--- src/rtl/imem_loader_pkg.sv ---
// Shared encodings for the instruction-memory boot loader.
// Holds the FSM state type and the stream framing constants.
package imem_loader_pkg;

  typedef enum logic [2:0] {
    HDR_HI,
    HDR_LO,
    DATA,
    DONE,
    ERR
  } state_t;

  localparam int HDR_BYTES      = 2;
  localparam int BYTES_PER_WORD = 4;

endpackage

--- src/rtl/imem_loader_byte_packer.sv ---
// Big-endian byte-to-word assembler.
// word_valid is high in the cycle the fourth byte is accepted; word is the completed word.
module byte_packer
  import imem_loader_pkg::*;
(
  input  logic        clk,
  input  logic        reset,
  input  logic        clear,
  input  logic        byte_en,
  input  logic [7:0]  byte_in,
  output logic        word_valid,
  output logic [31:0] word
);

  logic [23:0] shift_q;
  logic [1:0]  cnt_q;

  always_ff @(posedge clk) begin
    if (reset || clear) begin
      shift_q <= '0;
      cnt_q   <= '0;
    end else if (byte_en) begin
      shift_q <= {shift_q[15:0], byte_in};
      cnt_q   <= cnt_q + 2'd1;
    end
  end

  // The incoming byte completes the word combinationally so the loader can register it on the same edge.
  assign word_valid = byte_en && (cnt_q == 2'(BYTES_PER_WORD - 1));
  assign word       = {shift_q, byte_in};

endmodule

--- src/rtl/imem_loader.sv ---
// Boot loader: receives a length-prefixed byte stream, writes big-endian words to
// instruction memory from address 0, and releases the CPU reset once the program is in.
//
// state  | meaning
// HDR_HI | waiting for word-count high byte
// HDR_LO | waiting for word-count low byte, then range check
// DATA   | packing bytes and writing words
// DONE   | program loaded, CPU released
// ERR    | header rejected, CPU held in reset
module imem_loader
  import imem_loader_pkg::*;
#(
  parameter int ADDR_W = 13,
  parameter int DEPTH  = 8192
) (
  input  logic              clk,
  input  logic              reset,
  input  logic              in_valid,
  input  logic [7:0]        in_data,
  output logic              in_ready,
  output logic              imem_we,
  output logic [ADDR_W-1:0] imem_addr,
  output logic [31:0]       imem_wdata,
  output logic              cpu_reset,
  output logic              done,
  output logic              error
);

  localparam logic [16:0] DEPTH_L = 17'(DEPTH);

  state_t            state;
  logic [7:0]        n_hi;
  logic [15:0]       n_words;
  logic [15:0]       words_left;
  logic [ADDR_W-1:0] word_idx;
  logic              accept;
  logic              word_valid;
  logic [31:0]       word;

  assign accept  = in_valid && in_ready;
  assign n_words = {n_hi, in_data};

  byte_packer u_packer (
    .clk        (clk),
    .reset      (reset),
    .clear      (state != DATA),
    .byte_en    (accept && (state == DATA)),
    .byte_in    (in_data),
    .word_valid (word_valid),
    .word       (word)
  );

  always_ff @(posedge clk) begin
    if (reset) begin
      state      <= HDR_HI;
      in_ready   <= 1'b0;
      imem_we    <= 1'b0;
      imem_addr  <= '0;
      imem_wdata <= '0;
      cpu_reset  <= 1'b1;
      done       <= 1'b0;
      error      <= 1'b0;
      n_hi       <= '0;
      words_left <= '0;
      word_idx   <= '0;
    end else begin
      imem_we <= 1'b0;
      case (state)
        HDR_HI: begin
          in_ready <= 1'b1;
          if (accept) begin
            n_hi  <= in_data;
            state <= HDR_LO;
          end
        end
        HDR_LO: begin
          if (accept) begin
            // Full 16-bit count is range-checked; it is never truncated to ADDR_W.
            if ((n_words == 16'd0) || ({1'b0, n_words} > DEPTH_L)) begin
              state    <= ERR;
              in_ready <= 1'b0;
              error    <= 1'b1;
            end else begin
              words_left <= n_words;
              word_idx   <= '0;
              state      <= DATA;
            end
          end
        end
        DATA: begin
          if (word_valid) begin
            imem_we    <= 1'b1;
            imem_addr  <= word_idx;
            imem_wdata <= word;
            word_idx   <= word_idx + 1'b1;
            words_left <= words_left - 16'd1;
            if (words_left == 16'd1) in_ready <= 1'b0;
          end else if (!in_ready) begin
            // in_ready only drops in DATA during the final write pulse.
            state     <= DONE;
            done      <= 1'b1;
            cpu_reset <= 1'b0;
          end
        end
        DONE: begin
          in_ready <= 1'b0;
        end
        default: begin
          in_ready <= 1'b0;
        end
      endcase
    end
  end

endmodule
--- config.mk ---
export PLATFORM = sky130hd
export DESIGN_NAME = imem_loader
export DESIGN_NICKNAME = d
export VERILOG_FILES = /design/src/rtl/imem_loader_pkg.sv /design/src/rtl/imem_loader_byte_packer.sv /design/src/rtl/imem_loader.sv
export SDC_FILE = /design/constraint.sdc
export NUM_CORES = 1
export LEC_CHECK = 0
export CAP_MARGIN = 20
export CORE_ASPECT_RATIO = 0.9
export CORE_MARGIN = 5
export CORE_UTILIZATION = 30
export DETAILED_ROUTE_END_ITERATION = 12
export HOLD_SLACK_MARGIN = 0.15
export PLACE_DENSITY = 0.54
export SLEW_MARGIN = 10
export SYNTH_ARGS = -nofsm -noshare
export SYNTH_HDL_FRONTEND = slang
export SYNTH_SLANG_ARGS = --single-unit
--- constraint.sdc ---
create_clock -name clk -period 1.68 [get_ports clk]
set_input_delay 0.336 -clock clk [delete_from_list [all_inputs] [get_ports clk]]
set_output_delay 0.336 -clock clk [all_outputs]
set_load 0.01 [all_outputs]
Word level (Yosys, flattened, before mapping)
Cells that the tools add are included.
{ "op_classes": {"bitwise": 3, "muxes": 20, "n_eq_ne": 13, "add_sub_neg": 3, "n_lt_le_gt_ge": 1, "reduce_logical": 17} }
{ "op_table": {"columns": ["operator", "count"], "rows": [
  ["$mux W16", 3],
  ["$mux W13", 3],
  ["$pmux W16 S2", 1],
  ["$pmux W13 S2", 1],
  ["$eq A16 B1 Y1 const B", 1],
  ["$gt A16 B14 Y1 const B", 1],
  ["$logic_not A16 Y1", 1],
  ["$sub A16 B1 Y16 const B", 1],
  ["$mux W3", 5],
  ["$add A13 B1 Y13 const B", 1],
  ["$ne A2 B2 Y1 const B", 6],
  ["$pmux W3 S3", 1],
  ["$reduce_and A4 Y1", 2],
  ["$reduce_and A3 Y1", 2],
  ["$mux W1", 5],
  ["$reduce_and A5 Y1", 1],
  ["$ne A2 B1 Y1 const B", 2],
  ["$reduce_and A2 Y1", 2],
  ["$eq A3 B1 Y1 const B", 1],
  ["$eq A3 B2 Y1 const B", 1],
  ["$logic_and A1 B1 Y1", 3],
  ["$logic_not A3 Y1", 1],
  ["$ne A3 B2 Y1 const B", 1],
  ["$not A1 Y1", 3],
  ["7 further kinds", 8]
]} }
{ "word_totals": {"regBits": 116, "out_inout_bits": 50, "wordCells": 70, "inputBits": 11} }

Longest topological paths before layout
Gate-level depths: netlist of run 1.
{ "depth": {"ltp_word": 5, "depth_mapped": 8, "mapped_depth_nobuf": 7} }

Modules after synthesis
A second synthesis of run 1 with hierarchy kept.
{ "hier_totals": {"hier_cells": 595, "area_unflattened_um2": 4906.0} }
{ "by_module_without_submodules": {"columns": ["mod", "cells_each", "instances", "area_per_inst_um2", "seq_area_each_um2"], "rows": [
  ["imem_loader", 500, 1, 3866.2, 1801.7],
  ["byte_packer", 95, 1, 1039.7, 520.5]
]} }

Least setup slack after synthesis of run 1
OpenSTA, ideal clock, no wires.
{ "synth_path": {"path_kind": "reg-to-reg", "start": "register words_left[0]", "end": "register words_left[10]", "path_buffers": 1, "period_less_slack_ns": 1.818, "setup_ns": 0.059, "path_slack_ns": -0.138, "path_stages_with_launch": 9, "required_ns": 1.621, "t_arrival_ns": 1.759, "cell_sequence": "dfxtp_1 inv_1 ha_1 or4b_1 clkbuf_1 nor3_4 a22oi_1 a211oi_1 a31o_1"} }
{ "synth_via": {"elab_chain_cells": 3} }
{ "synth_rtl": {"columns": ["item", "line_no", "source"], "rows": [
  ["from (decl)", "imem_loader.sv:34", "logic [15:0] words_left;"],
  ["from (signal assigned)", "imem_loader.sv:84", "words_left <= n_words;"],
  ["from (signal assigned)", "imem_loader.sv:96", "words_left <= words_left - 16'd1;"],
  ["$sub A16 B1 Y16", "imem_loader.sv:96", null],
  ["$mux W16", "imem_loader.sv:91", "if (word_valid) begin"],
  ["$pmux W16 S2", "imem_loader.sv:68", "case (state)"]
]} }
Every way passes these cells. The select of a mux whose other input is x is not followed.
A chain may end at the register's enable or synchronous reset.

Worst setup path after layout of run 1
{ "layout_path": {"start": "input in_data[2]", "end": "register words_left[11]"} }
{ "layout_via": {"elab_chain_cells": 4, "elab_cells_between_ends": 5, "classes_between": "order compare: 1; eq/ne: 1; reduce/logical: 3"} }
{ "layout_rtl": {"columns": ["item", "line_no", "source"], "rows": [
  ["from (decl)", "imem_loader.sv:19", "input logic [7:0] in_data,"],
  ["$gt A16 B14 Y1 / $logic_not A16 Y1 (equally long branches)", "imem_loader.sv:79", "if ((n_words == 16'd0) || ({1'b0, n_words} > DEPTH_L)) begin"],
  ["$logic_or A1 B1 Y1 (*)", "imem_loader.sv:79", null],
  ["$ne A2 B2 Y1 (no source line) (*)", null, null],
  ["$reduce_and A4 Y1 (no source line) (*)", null, null]
]} }
Every way passes the cells marked *; elsewhere a longest branch is shown, timed or not.

==> impl_metrics.tcl, run 1 <==
set metrics [dict create \
    drtPass1Iterations 4 \
    netlist_instances 621 \
    grt_max_degree 86 \
    muxShareOfSynthArea 0.0280 \
    hpwlAfterDp_mm 10.3 \
    die_w_um 146 \
    die_area_um2 19400 \
    r2r-start "words_left[0]" \
    cp.required_ns 1.95 \
    ios 61 \
    worstSetupPathType "input port to flop" \
    dpl.cell_count 922 \
    rows 44 \
    synth-compound-area-share 0.195 \
    powerDensity_nw_per_um2 968 \
    fin_crit_sh 1.12 \
    skew_ns 0.00727 \
    synth-edff-count 0 \
    netlist_top_cells_area "dfxtp_1 (46%), nand2_1 (12%), a21oi_1 (10%)" \
    synth.avg_cell_area_um2 8.06 \
    total_power_uw 7300 \
    maxSlewViolCount 0 \
    setup_ws_ns -0.197 \
    synthArstFlopShare 0 \
    grt_pass1_vias 4827 \
    yosys_warnings 0 \
    rr_worst_depth 8 \
    ant_nets 0 \
    final_cell_mix "nand2_1 (161), dfxtp_1 (109), a21oi_1 (90), buf_4 (69), clkdlybuf4s50_1 (48)" \
    fin_cells 970 \
    critPathLaunch "in_data[2]" \
    clkTransAtPathRegs_ns 0.06 \
    diodes 0 \
    synth_top_cell_by_area "dfxtp_1" \
    r2r-end "words_left[14]" \
    place.gp.congestion 0.870 \
    synth_nets 636 \
    rsz0062_at_grt "true" \
    finalSetupViolations 32 \
    cts_max_level 4 \
    hold_violations 0 \
    globalRouteOverflowTotal 0 \
    crit_path_end_kind "flop" \
    yosysSeqAreaShare 0.464 \
    synth-simple-area-share 0.247 \
    min_period_ns 1.88 \
    worstPathMaxFanout 7 \
    synth.distinct_cells 57 \
    grtUsageTotal 0.157 \
    synth_ff_type "dfxtp_1" \
    die-height_um 133 \
    synth_top_family_by_area "simple AND/OR/NAND/NOR gates" \
    drc 0 \
    antenna_found_initial 0 \
    dr_total_vias 4900 \
    wire_per_inst_um 16.0 \
    clock-root-buffer "clkbuf_16" \
    clk_latency_ns 0.41 \
    cts_sinks 116 \
    worstSetupEndpoint "words_left[11]" \
    status "finished with violations" \
    cts_hold_buffers 0 \
    r2r_setup_slack_ns -0.18 \
    drt_wl_total_mm 15.5 \
    coreArea_um2 16200 \
    hp-class "input port to flop" \
    synthAdderAreaFrac 0.0100 \
    final_common_cell "nand2_1" \
    synth_xor_area_frac 0.00525 \
    max_freq_mhz 533 \
    ir_drop_v 0.000746 \
    cts.path.max_buffers 2 \
    initial_core_util 0.308 \
    violations "setup timing" \
    io_buffers 60 \
    ys_seq_elements 116 \
    cts_tree "done" \
    hp-start "reset" \
    maxCapViolCount 0 \
    synth.top_cell.area_share 0.464 \
    drtIter0Drc 426 \
    power_leakage_uw 0.00275 \
    worstMarginPinSlew_ns 0.439 \
    avgViaCountPerCell 5.05 \
    syn_area_um2 5010 \
    cts_buffers 17 \
    nets 766 \
    drive_above_1_share 0.258 \
    grt_pass1_wl_mm 24.8 \
    max_slew_margin 0.707 \
    cp.arrival_ns 2.15 \
    syn_to_final_growth_pct 50.5 \
    critPathLaunchType "input port" \
]
-- metal layers --
metal | wire (µm) | part of all wire | track usage
met1 | 7260 | 0.47 | 0.205
met2 | 7360 | 0.47 | 0.251
met3 | 761 | 0.049 | 0.0451
met4 | 123 | 0.0079 | 0.0502
met5 | 0 | 0 | 0
-- worst min-delay path by stage --
stage	endpoint	slack [ns]	cells after the start
floorplan	words_left[15]	0.43	2
global route	word_idx[6]	0.37	3
global placement	error	0.44	2
detailed placement	imem_wdata[31]	0.45	2
CTS	word_idx[6]	0.35	3
finish	word_idx[6]	0.36	3
-- logic make-up after synthesis --
group | after synthesis
buffers and inverters | 53
flip-flops | 116
adder cells (fa/ha/maj) | 4
multiplexers | 13
AND/OR/NAND/NOR | 271
AO/OA/AOI/OAI | 161
XOR/XNOR | 3
-- critical path: stages --
cell and delay (ns):
clkdlybuf4s50_1 0.42, nor4_1 0.22, and4_1 0.26, buf_6 0.15
mux2_4 0.39, buf_6 0.17, a21oi_4 0.12, o32ai_2 0.08
-- cell type report --
class                      count  area [µm²]
timing repair buffer         156        1560
clock buffer                  22         474
tap                          207         259
sequential                   116        2340
multi-input combinational    453        2760
inverter                       7        26.3
clock inverter                 9         126
fill                        1562        8700
-- per-stage QoR --
stage	setup TNS, ns	hold WS (ns)	utilization	worst slack (ns)	cell area [µm²]
after global routing	-6.10	0.366	0.464	-0.230	7540
after floorplan	-0.289	0.431	-	-0.0500	5060
after detailed placement	-47.87	0.446	0.392	-0.757	6370
final	-4.32	0.358	0.464	-0.197	7540
after global placement	-43.29	0.439	0.392	-0.721	6370
after CTS	-4.29	0.346	0.445	-0.183	7220
-- registers in the layout, indices dropped and copies added, names as in the netlist --
register / count
u_packer.cnt_q: 2
imem_wdata: 32
imem_we: 1
in_ready: 1
cpu_reset: 1
imem_addr: 13
state: 3
u_packer.shift_q: 24
done: 1
error: 1
word_idx: 13
n_hi: 8
words_left: 16
-- cells in the mapped netlist (2+ instances only) --
cell type and instances:
buf_4 4, o21a_1 2, mux2i_1 10, o221a_2 2, o22ai_1 5, a32o_1 3
a22oi_1 5, ha_1 4, a311oi_2 3, nor3b_4 2, a21oi_1 100, and4_1 2
dfxtp_1 116, nor2_1 40, and3_1 6, or3_1 3, xor2_1 2, nand3_1 16
nand4_1 4, buf_1 5, nand2_1 164, o21ai_0 11, nand2b_1 3, a31oi_1 8
inv_1 7, clkbuf_1 21, nor4_1 6, and2_1 7, buf_6 3, a211oi_1 6
buf_2 12, nor3_1 6, o32ai_1 9
-- where the power goes --
| group | total [µW] | switching, µW | internal, µW |
|---|---|---|---|
| clock network | 3680 | 1240 | 2430 |
| registers | 2820 | 32.4 | 2790 |
| logic | 801 | 447 | 354 |
| total | 7300 | 1720 | 5570 |
-- timing repair --
action                                  CTS  global route
endpoints found under the setup margin   80            83
buffers inserted                          5             8
cloned                                    1             4
resized for setup                        47            41
pin swaps                                21            20
(Power assumes the default switching activity.)
==> run 2: changes to the inputs <==
- ABC_CLOCK_PERIOD_IN_PS: default -> 1680
- CTS_CLUSTER_DIAMETER: default -> 150
==> results of run 2 <==
Same layout as run 1: the final DEF is identical, and so are final timing and power.
